### config.mk
export PLATFORM = sky130hd
export DESIGN_NAME = reservation_station
export DESIGN_NICKNAME = d
export VERILOG_FILES = /design/src/rtl/reservation_station.sv
export SDC_FILE = /design/constraint.sdc
export NUM_CORES = 1
export LEC_CHECK = 0
export BUFFER_PORTS_ARGS = -buffer_cell sky130_fd_sc_hd__buf_2
export CORE_ASPECT_RATIO = 2
export CORE_UTILIZATION = 50
export DETAILED_ROUTE_END_ITERATION = 6
export GPL_TIMING_DRIVEN = 0
export PLACE_DENSITY = 0.8
export SETUP_SLACK_MARGIN = 0.5
export SYNTH_ARGS = -nofsm -noshare
export SYNTH_HDL_FRONTEND = slang
export SYNTH_SLANG_ARGS = --single-unit
export TNS_END_PERCENT = 10
### constraint.sdc
create_clock -name clk_IN -period 5.2 [get_ports clk_IN]
set_input_delay 0.26 -clock clk_IN [delete_from_list [all_inputs] [get_ports clk_IN]]
set_output_delay 0.26 -clock clk_IN [all_outputs]
set_load 0.02 [all_outputs]
### src/rtl/reservation_station.sv
// Four-entry reservation station: dispatch, CDB wakeup, arbiter-driven issue.
// Optional macro RS_OCCUPANCY_EN adds the count_OUT occupancy output.
module reservation_station #(
  parameter int TAG_W = 5,
  parameter int OP_W  = 6
) (
  input  logic             clk_IN,
  input  logic             reset_n_IN,
  input  logic             flush_IN,
  input  logic             disp_valid_IN,
  input  logic [OP_W-1:0]  disp_op_IN,
  input  logic [TAG_W-1:0] disp_dest_IN,
  input  logic             disp_src1_rdy_IN,
  input  logic [TAG_W-1:0] disp_src1_tag_IN,
  input  logic [31:0]      disp_src1_val_IN,
  input  logic             disp_src2_rdy_IN,
  input  logic [TAG_W-1:0] disp_src2_tag_IN,
  input  logic [31:0]      disp_src2_val_IN,
  output logic             full_OUT,
  input  logic             cdb_valid_IN,
  input  logic [TAG_W-1:0] cdb_tag_IN,
  input  logic [31:0]      cdb_data_IN,
  output logic [3:0]       requests_OUT,
  input  logic [3:0]       grants_IN,
  output logic             issue_valid_OUT,
  output logic [OP_W-1:0]  issue_op_OUT,
  output logic [TAG_W-1:0] issue_dest_OUT,
  output logic [31:0]      issue_src1_OUT,
  output logic [31:0]      issue_src2_OUT
`ifdef RS_OCCUPANCY_EN
  ,
  output logic [2:0]       count_OUT
`endif
);

  // Handshakes: a dispatch transfers on a rising edge with disp_valid_IN=1 and
  // full_OUT=0 (full_OUT is the only back-pressure). grants_IN[i] takes effect
  // only where requests_OUT[i]=1; issue_valid_OUT is a one-cycle pulse, no ready.

  logic [3:0]       valid;
  logic [3:0]       s1_rdy;
  logic [3:0]       s2_rdy;
  logic [OP_W-1:0]  op_q   [4];
  logic [TAG_W-1:0] dest_q [4];
  logic [TAG_W-1:0] s1_tag [4];
  logic [TAG_W-1:0] s2_tag [4];
  logic [31:0]      s1_val [4];
  logic [31:0]      s2_val [4];

  logic [3:0]  free_vec;
  logic [3:0]  free_sel;
  logic [3:0]  gnt_sel;
  logic [3:0]  eff_gnt;
  logic [1:0]  gnt_idx;
  logic        disp_ok;
  logic        issue_fire;
  logic [3:0]  wake1;
  logic [3:0]  wake2;
  logic        d1_rdy;
  logic        d2_rdy;
  logic [31:0] d1_val;
  logic [31:0] d2_val;

  assign full_OUT     = &valid;
  assign requests_OUT = valid & s1_rdy & s2_rdy;

  // Lowest free slot before the edge; a slot freed by this edge's grant was
  // valid, so it can never be chosen here.
  assign free_vec = ~valid;
  assign free_sel = free_vec & (~free_vec + 4'd1);

  // Multi-bit grants are illegal; only the lowest set bit is honoured.
  assign gnt_sel    = grants_IN & (~grants_IN + 4'd1);
  assign eff_gnt    = gnt_sel & requests_OUT;
  assign issue_fire = |eff_gnt;
  assign disp_ok    = disp_valid_IN & ~full_OUT;

  always_comb begin
    gnt_idx = 2'd0;
    for (int i = 3; i >= 0; i--) begin
      if (eff_gnt[i]) gnt_idx = 2'(i);
    end
  end

  always_comb begin
    wake1 = 4'd0;
    wake2 = 4'd0;
    for (int i = 0; i < 4; i++) begin
      wake1[i] = cdb_valid_IN & valid[i] & ~s1_rdy[i] & (s1_tag[i] == cdb_tag_IN);
      wake2[i] = cdb_valid_IN & valid[i] & ~s2_rdy[i] & (s2_tag[i] == cdb_tag_IN);
    end
  end

  // A source dispatched not-ready can still catch a broadcast on the same edge.
  assign d1_rdy = disp_src1_rdy_IN | (cdb_valid_IN & (cdb_tag_IN == disp_src1_tag_IN));
  assign d2_rdy = disp_src2_rdy_IN | (cdb_valid_IN & (cdb_tag_IN == disp_src2_tag_IN));
  assign d1_val = disp_src1_rdy_IN ? disp_src1_val_IN : cdb_data_IN;
  assign d2_val = disp_src2_rdy_IN ? disp_src2_val_IN : cdb_data_IN;

  always_ff @(posedge clk_IN or negedge reset_n_IN) begin
    if (!reset_n_IN) begin
      valid           <= 4'd0;
      s1_rdy          <= 4'd0;
      s2_rdy          <= 4'd0;
      issue_valid_OUT <= 1'b0;
    end else if (flush_IN) begin
      valid           <= 4'd0;
      issue_valid_OUT <= 1'b0;
    end else begin
      s1_rdy <= s1_rdy | wake1;
      s2_rdy <= s2_rdy | wake2;
      for (int i = 0; i < 4; i++) begin
        if (eff_gnt[i]) valid[i] <= 1'b0;
        if (disp_ok && free_sel[i]) begin
          valid[i]  <= 1'b1;
          s1_rdy[i] <= d1_rdy;
          s2_rdy[i] <= d2_rdy;
        end
      end
      issue_valid_OUT <= issue_fire;
    end
  end

  // Payload carries no reset: it is only observed behind a valid bit.
  always_ff @(posedge clk_IN) begin
    if (!flush_IN) begin
      for (int i = 0; i < 4; i++) begin
        if (wake1[i]) s1_val[i] <= cdb_data_IN;
        if (wake2[i]) s2_val[i] <= cdb_data_IN;
        if (disp_ok && free_sel[i]) begin
          op_q[i]   <= disp_op_IN;
          dest_q[i] <= disp_dest_IN;
          s1_tag[i] <= disp_src1_tag_IN;
          s2_tag[i] <= disp_src2_tag_IN;
          s1_val[i] <= d1_val;
          s2_val[i] <= d2_val;
        end
      end
      if (issue_fire) begin
        issue_op_OUT   <= op_q[gnt_idx];
        issue_dest_OUT <= dest_q[gnt_idx];
        issue_src1_OUT <= s1_val[gnt_idx];
        issue_src2_OUT <= s2_val[gnt_idx];
      end
    end
  end

`ifdef RS_OCCUPANCY_EN
  assign count_OUT = {2'd0, valid[0]} + {2'd0, valid[1]} + {2'd0, valid[2]} + {2'd0, valid[3]};
`endif

endmodule

==> flow_summary.yaml, run 1 <==
setup_path:
  r2r_cells: 6
  cp.required_ps: 5480
  r2r-end: "s1_val[1][25]"
  cp_slowest_cell: "inv_1"
  crit_path_end_kind: "flip-flop"
  critPathMaxFanout: 26
  timing.rr.start: "valid[0]"
  critPathMaxStageDelay_ps: 880
  cp_cell_sequence: "nand2_1 -> or3_1 -> inv_1 -> nand2_2 -> buf_2 -> mux2_2"
  critPathArrivalTime_ps: 3450
  startpoint_type: "flip-flop"
  r2r_setup_slack_ps: 2020
  critPathKind: "flip-flop to flip-flop"
power_and_ir_drop:
  vdd_drop_max_mv: 0.317
  p_int_mw: 5.61
  p_leak_nw: 8.08
  p_per_area_nw_per_um2: 325
  power.net_switching_mw: 1.59
  swShare_pct: 22.1
  comb_power_share_pct: 7.4
  pwr-share-clk_pct: 37.8
  pwr-share-seq_pct: 54.8
timing:
  skew_ps: 20.3
  hold_ws_ps: 53.7
  worst_slew_pin_slew_ps: 1160
  grt_setup_unrepaired: "no"
  drv_slew: 0
  finalWorstSetupSlack_ps: 2020
  hold_viol: 0
  slew_headroom_pct: 22.5
  finalSetupViolations: 0
  max_freq_mhz: 315
  fin_crit_sh_pct: 61.1
  period_minus_slack_ps: 3180
global_routing:
  grt_max_degree: 27
  top_usage_layer: "met2"
  met3_usage_pct: 3.76
  grt_pass1_vias: 12300
  antenna_found_initial: 13
  grt_use_total_pct: 25.1
  grt_use_met1_pct: 24.5
  grt_overflow: 0
  grt_first_pass_wirelength_mm: 71.1
  global_route.usage.met2_pct: 48.9
outcome:
  violations: "DRC"
  outcome: "finished, violations left"
floorplanning:
  core_area_um2: 37000
  std_cell_rows: 100
  dieArea_um2: 38300
  io_pins: 214
  die_w_um: 139
  start_util_pct: 50.6
  die_h_um: 276
place:
  port-buffer-count: 208
  pre_cts_ws_ps: 2060
  place_congestion: 0.845
  dp_cells: 1872
  post-dp-hpwl_mm: 34.3
  dpl-instance-area_um2: 20800
detailed_routing:
  wire_per_inst_um: 24.7
  dr.pass1.iters: 7
  postRouteAntennaNets: 0
  dr_total_vias: 11700
  first_iter_violations: 1000
  drc: 22
  wirelength_mm: 48.6
  viasPerCell: 5.93
clocking:
  post-cts-setup-buffer-count: 0
  cts_max_level: 2
  cts_buffer_depth: 3
  cts.sinks: 428
  numCtsBuffers: 36
  path_clk_slew_ps: 70
  insertion_delay_ps: 540
  cts_root_buffer: "clkbuf_16"
  cts_tree: "done"
synth:
  synth_edf_count: 415
  async_flop_share_pct: 3.04
  syn-mean-instance-area_um2: 15.7
  syn-cell-area_um2: 18700
  yosys.area.top_type: "edfxtp_1"
  synth_ff_type: "edfxtp_1"
  synth.distinct_cells: 39
  ys_seq_area_share_pct: 68.2
  yosys.area.top_type_share_pct: 66.5
  ys_ff_latch: 428
  yosys_warnings: 0
  synth.most_common_cell: "edfxtp_1"
  synthesis.nets: 1326
  synth_cells: 1193
  synth_commonest_cells: "edfxtp_1, mux2_2, nand2_1"
  synth_area_leaders: "edfxtp_1, mux2_2, mux2_4"
final_layout:
  drive_gt1_share_pct: 38.2
  utilization_pct: 59.9
  design_area_um2: 22200
  synthToLayoutAreaGrowth_pct: 18.3
  nNetsFinal: 1606
  instances_no_fill: 1969
  fillerInstances: 2848
hold_path:
  min_to: "s2_val[3][22]"
  hp-class: "input port to flip-flop"
  hp-start: "disp_src2_val_IN[22]"
  min_path_cells: 2
run:
  cap_violations: 0
cells in the final DEF, fill, tap and decap left out, drive strengths merged, types with 7 or more instances in the layout:
master / synthesis / layout
edfxtp: 415 / 415
buf: 37 / 257
mux2: 256 / 256
nand2: 158 / 158
a31oi: 79 / 79
o22ai: 75 / 75
clkbuf: 37 / 75
xor2: 36 / 36
dlygate4sd3: 0 / 22
clkinv: 1 / 16
xnor2: 14 / 14
dfrtp: 13 / 13
diode: 0 / 12
nor4: 10 / 10
nor2: 9 / 9
and3: 8 / 8
nand3: 8 / 8
inv: 3 / 7
final cells by class:
type	instances	area, um^2	share of cell area, %
well taps	459	574	2.59
clock buffers	38	940	4.24
diodes	12	30.0	0.135
inverters	4	20.0	0.0903
plain buffers	74	370	1.67
repair buffers	242	1550	7.01
flip-flops and latches	428	12800	57.7
multi-input cells	687	5680	25.6
clock inverters	25	216	0.976
per-stage QoR:
stage	setup TNS [ps]	power [mW]
floorplan	0	4.29
detailed placement	0	4.53
finish	0	7.20
CTS	0	7.21
global placement	-255470	4.48
global route	0	7.38
registers in the layout (all words and copies together) (netlist names), 5 cells and up:
signal          flops
dest_q             20
issue_op_OUT        6
issue_src2_OUT     32
issue_src1_OUT     32
issue_dest_OUT      5
s1_val            128
op_q               24
s1_tag             20
s2_val            128
s2_tag             20
routing by layer:
| metal | wire [um] | vias up |
|---|---|---|
| met5 | 36 | - |
| met4 | 2470 | 6 |
| met3 | 2400 | 157 |
| met2 | 27600 | 428 |
| met1 | 16100 | 5870 |
| li1 | - | 5210 |
logic make-up (layout without fill, tap and decap cells):
kind of cell | after synthesis | after routing | synth area share (%)
other | 0 | 12 | 0
muxes | 258 | 258 | 16.7
and+or+nand+nor | 206 | 206 | 4.85
buffers and inverters | 78 | 383 | 2.08
xor gates and xnor gates | 50 | 50 | 2.34
AOI/OAI and AO/OA | 173 | 173 | 5.83
DFF | 428 | 428 | 68.2
worst max path at each step:
| stage | from | to | slack, ps | cells past startpoint |
|---|---|---|---|---|
| after global placement | cdb_tag_IN[3] | s2_val[3][14] | -1450 | 5 |
| after global routing | valid[0] | s1_val[1][12] | 1890 | 6 |
| after detailed placement | valid[0] | s1_val[1][25] | 2060 | 6 |
| after floorplan | cdb_tag_IN[3] | s1_val[1][0] | 1230 | 5 |
| final | valid[0] | s1_val[1][25] | 2020 | 6 |
| after CTS | valid[0] | s1_val[1][25] | 2030 | 6 |
power by group through the flow:
stage / clock [mW] / sequential [mW] / combinational, mW
2_1_floorplan: 0 / 4.02 / 0.266
3_5_place_dp: 0 / 4.02 / 0.510
6_report: 2.72 / 3.95 / 0.529
3_3_place_gp: 0 / 4.02 / 0.464
4_1_cts: 2.74 / 3.94 / 0.527
5_1_grt: 2.86 / 3.95 / 0.565
what timing repair did:
item                                   in CTS  in global routing
hold buffers                               22                  0
resized for setup                           0                  0
endpoints found under the hold margin      97                  0
worst max-delay path, delay by kind of cell (launching register included):
family | cells | cell delay [ps]
simple gates | 3 | 940
flops | 1 | 440
mux | 1 | 320
buf+inv | 2 | 1200
Power figures use the tool's default switching activity.
==> inputs of run 2 (changes only) <==
--- a/config.mk
+++ b/config.mk
@@ -5,12 +5,13 @@
 export SDC_FILE = /design/constraint.sdc
 export NUM_CORES = 1
 export LEC_CHECK = 0
+export ABC_AREA = 1
 export BUFFER_PORTS_ARGS = -buffer_cell sky130_fd_sc_hd__buf_2
 export CORE_ASPECT_RATIO = 2
 export CORE_UTILIZATION = 50
 export DETAILED_ROUTE_END_ITERATION = 6
 export GPL_TIMING_DRIVEN = 0
-export PLACE_DENSITY = 0.8
+export PLACE_DENSITY = 0.79
 export SETUP_SLACK_MARGIN = 0.5
 export SYNTH_ARGS = -nofsm -noshare
 export SYNTH_HDL_FRONTEND = slang
==> constraint.sdc (replaced) <==
create_clock -name clk_IN -period 2.81 [get_ports clk_IN]
set_input_delay 0.1405 -clock clk_IN [delete_from_list [all_inputs] [get_ports clk_IN]]
set_output_delay 0.1405 -clock clk_IN [all_outputs]
set_load 0.02 [all_outputs]
==> flow_summary.yaml, run 2 <==
place:
  dpl-instance-area_um2: 22500
  dp_cells: 2780
  pre_cts_ws_ps: -226
  port-buffer-count: 209
  post-dp-hpwl_mm: 48.0
  place_congestion: 0.985
synth:
  yosys.area.top_type: "edfxtp_1"
  syn-cell-area_um2: 20400
  synth_edf_count: 415
  synth_area_leaders: "edfxtp_1, nand2_1, nand3b_1"
  synth_commonest_cells: "nand2_1, edfxtp_1, inv_1"
  synth_cells: 2029
  syn-mean-instance-area_um2: 10.1
  yosys.area.top_type_share_pct: 61.1
  synth_ff_type: "edfxtp_1"
  synth.most_common_cell: "nand2_1"
  synthesis.nets: 2162
  yosys_warnings: 0
  async_flop_share_pct: 3.04
  ys_ff_latch: 428
  ys_seq_area_share_pct: 62.7
  synth.distinct_cells: 24
final_layout:
  drive_gt1_share_pct: 15.6
  nNetsFinal: 2481
  synthToLayoutAreaGrowth_pct: 19.4
  design_area_um2: 24400
  fillerInstances: 3218
  final_common_cell: "nand2_1"
  seq_area_um2: 12800
  reg_top3: "s1_val: 128 flops, s2_val: 128 flops"
  final_cell_mix: "nand2_1, edfxtp_1, buf_2"
  multi_input_area_um2: 6350
  instances_no_fill: 2909
setup_path:
  crit_buf_inv: 2
  cp-startpoint: "valid[0]"
  critPathArrivalTime_ps: 2720
  crit_family: "buffers and inverters"
  cp_cell_sequence: "nand2_1 -> nor2_1 -> nand4_1 -> buf_2 -> clkbuf_1 -> o21ai_0"
  critPathMaxStageDelay_ps: 750
  critPathKind: "flip-flop to flip-flop"
  critPathMaxFanout: 10
  cp_slowest_cell: "clkbuf_1"
  crit_path_end_kind: "flip-flop"
  startpoint_type: "flip-flop"
  timing.rr.start: "valid[0]"
  cp.required_ps: 3060
timing:
  max_freq_mhz: 406
  grt_setup_unrepaired: "yes"
  skew_ps: 29.2
  fin_crit_sh_pct: 87.6
  hold_viol: 2
  finalWorstSetupSlack_ps: 347
  worst_slew_pin_slew_ps: 957
  hold_ws_ps: -0.0314
  slew_headroom_pct: 36.2
  finalSetupViolations: 0
  drv_slew: 0
  period_minus_slack_ps: 2460
floorplanning:
  dieArea_um2: 41700
  io_pins: 214
  die_h_um: 288
  std_cell_rows: 104
  die_w_um: 145
  core_area_um2: 40200
  start_util_pct: 50.7
clocking:
  cts_max_level: 2
  cts_root_buffer: "clkbuf_16"
  path_clk_slew_ps: 70
  numCtsBuffers: 38
  insertion_delay_ps: 580
  cts_buffer_depth: 3
  cts_tree: "done"
  cts.sinks: 428
detailed_routing:
  viasPerCell: 5.96
  postRouteAntennaNets: 0
  wire_per_inst_um: 24.2
  dr.pass1.iters: 7
  first_iter_violations: 2065
  wirelength_mm: 70.5
  drc: 2
  dr_total_vias: 17300
outcome:
  outcome: "finished, violations left"
  violations: "DRC, hold timing"
global_routing:
  grt_overflow: 0
  grt_use_total_pct: 34.8
  grt_first_pass_wirelength_mm: 103
  antenna_found_initial: 4
  grt_max_degree: 24
  grt_pass1_vias: 17500
power_and_ir_drop:
  p_leak_nw: 10.3
  p_per_area_nw_per_um2: 579
  total_power_mw: 14.1
  vdd_drop_max_mv: 0.560
hold_path:
  hp-class: "input port to flip-flop"
  hp-start: "cdb_data_IN[28]"
run:
  cap_violations: 0
run 2: stage by stage:
stage                     utilization, %  setup TNS [ps]
after global routing                60.6               0
after floorplan                        -               0
final                               60.6               0
after detailed placement            55.9          -13510
after global placement              55.2         -330340
after CTS                           60.5               0
run 2: power by group:
group	internal, mW	switching, mW	leakage [nW]
Combinational	0.476	0.982	5.76
Clock	2.94	2.39	0.595
Sequential	7.24	0.0703	3.92
Total	10.7	3.44	10.3
run 2: per-layer routing:
metal,up-vias,routed length [um],global-route usage (%)
li1,7554,-,-
met4,2,6760,30.3
met1,8033,21600,36.2
met3,410,7090,6.69
met2,1330,35000,59.1
met5,-,8,0
run 2: worst reg2reg max path: cells and delay by family (launching register included):
kind	cells	cell delay [ps]
AOI/OAI and AO/OA	1	280
DFF	1	460
buffers and inverters	2	1080
and+or+nand+nor	3	340
run 2: worst paths after layout:
path	end	slack, ps	cells past startpoint
worst min-delay path	s2_val[1][28]	-0.03	3
worst min register to register	valid[3]	580	2
min in group asynchronous	s2_rdy[0]	20	2
worst max register to register	s1_val[3][28]	350	6
max in group asynchronous	valid[0]	2510	2
worst max-delay path	s1_val[3][28]	350	6
run 2: timing repair:
action                                  4_1_cts  5_1_grt
endpoints found under the hold margin       208        0
gates resized for setup                      10       16
pin swaps                                     4        0
gates cloned                                  3        0
buffers inserted                              8        0
endpoints found under the setup margin      414      316
hold buffers                                 47        0
run 2: cell type report:
cell class	instances	share of cell area [%]
Buffer	124	2.44
Multi-Input combinational cell	1258	26.1
Sequential cell	428	52.5
Clock inverter	18	0.822
Inverter	220	3.42
Antenna cell	2	0.0205
Tap cell	530	2.72
Clock buffer	51	4.19
Timing Repair Buffer	278	7.82
run 2: kinds of logic (layout without fill, tap and decap cells):
kind of cell | Yosys count | in the layout | share of synthesized area [%]
simple gates | 929 | 930 | 21.0
flops | 428 | 428 | 62.7
buf+inv | 344 | 691 | 6.74
compound gates | 264 | 264 | 6.48
mux | 64 | 64 | 3.14
other cells | 0 | 2 | 0
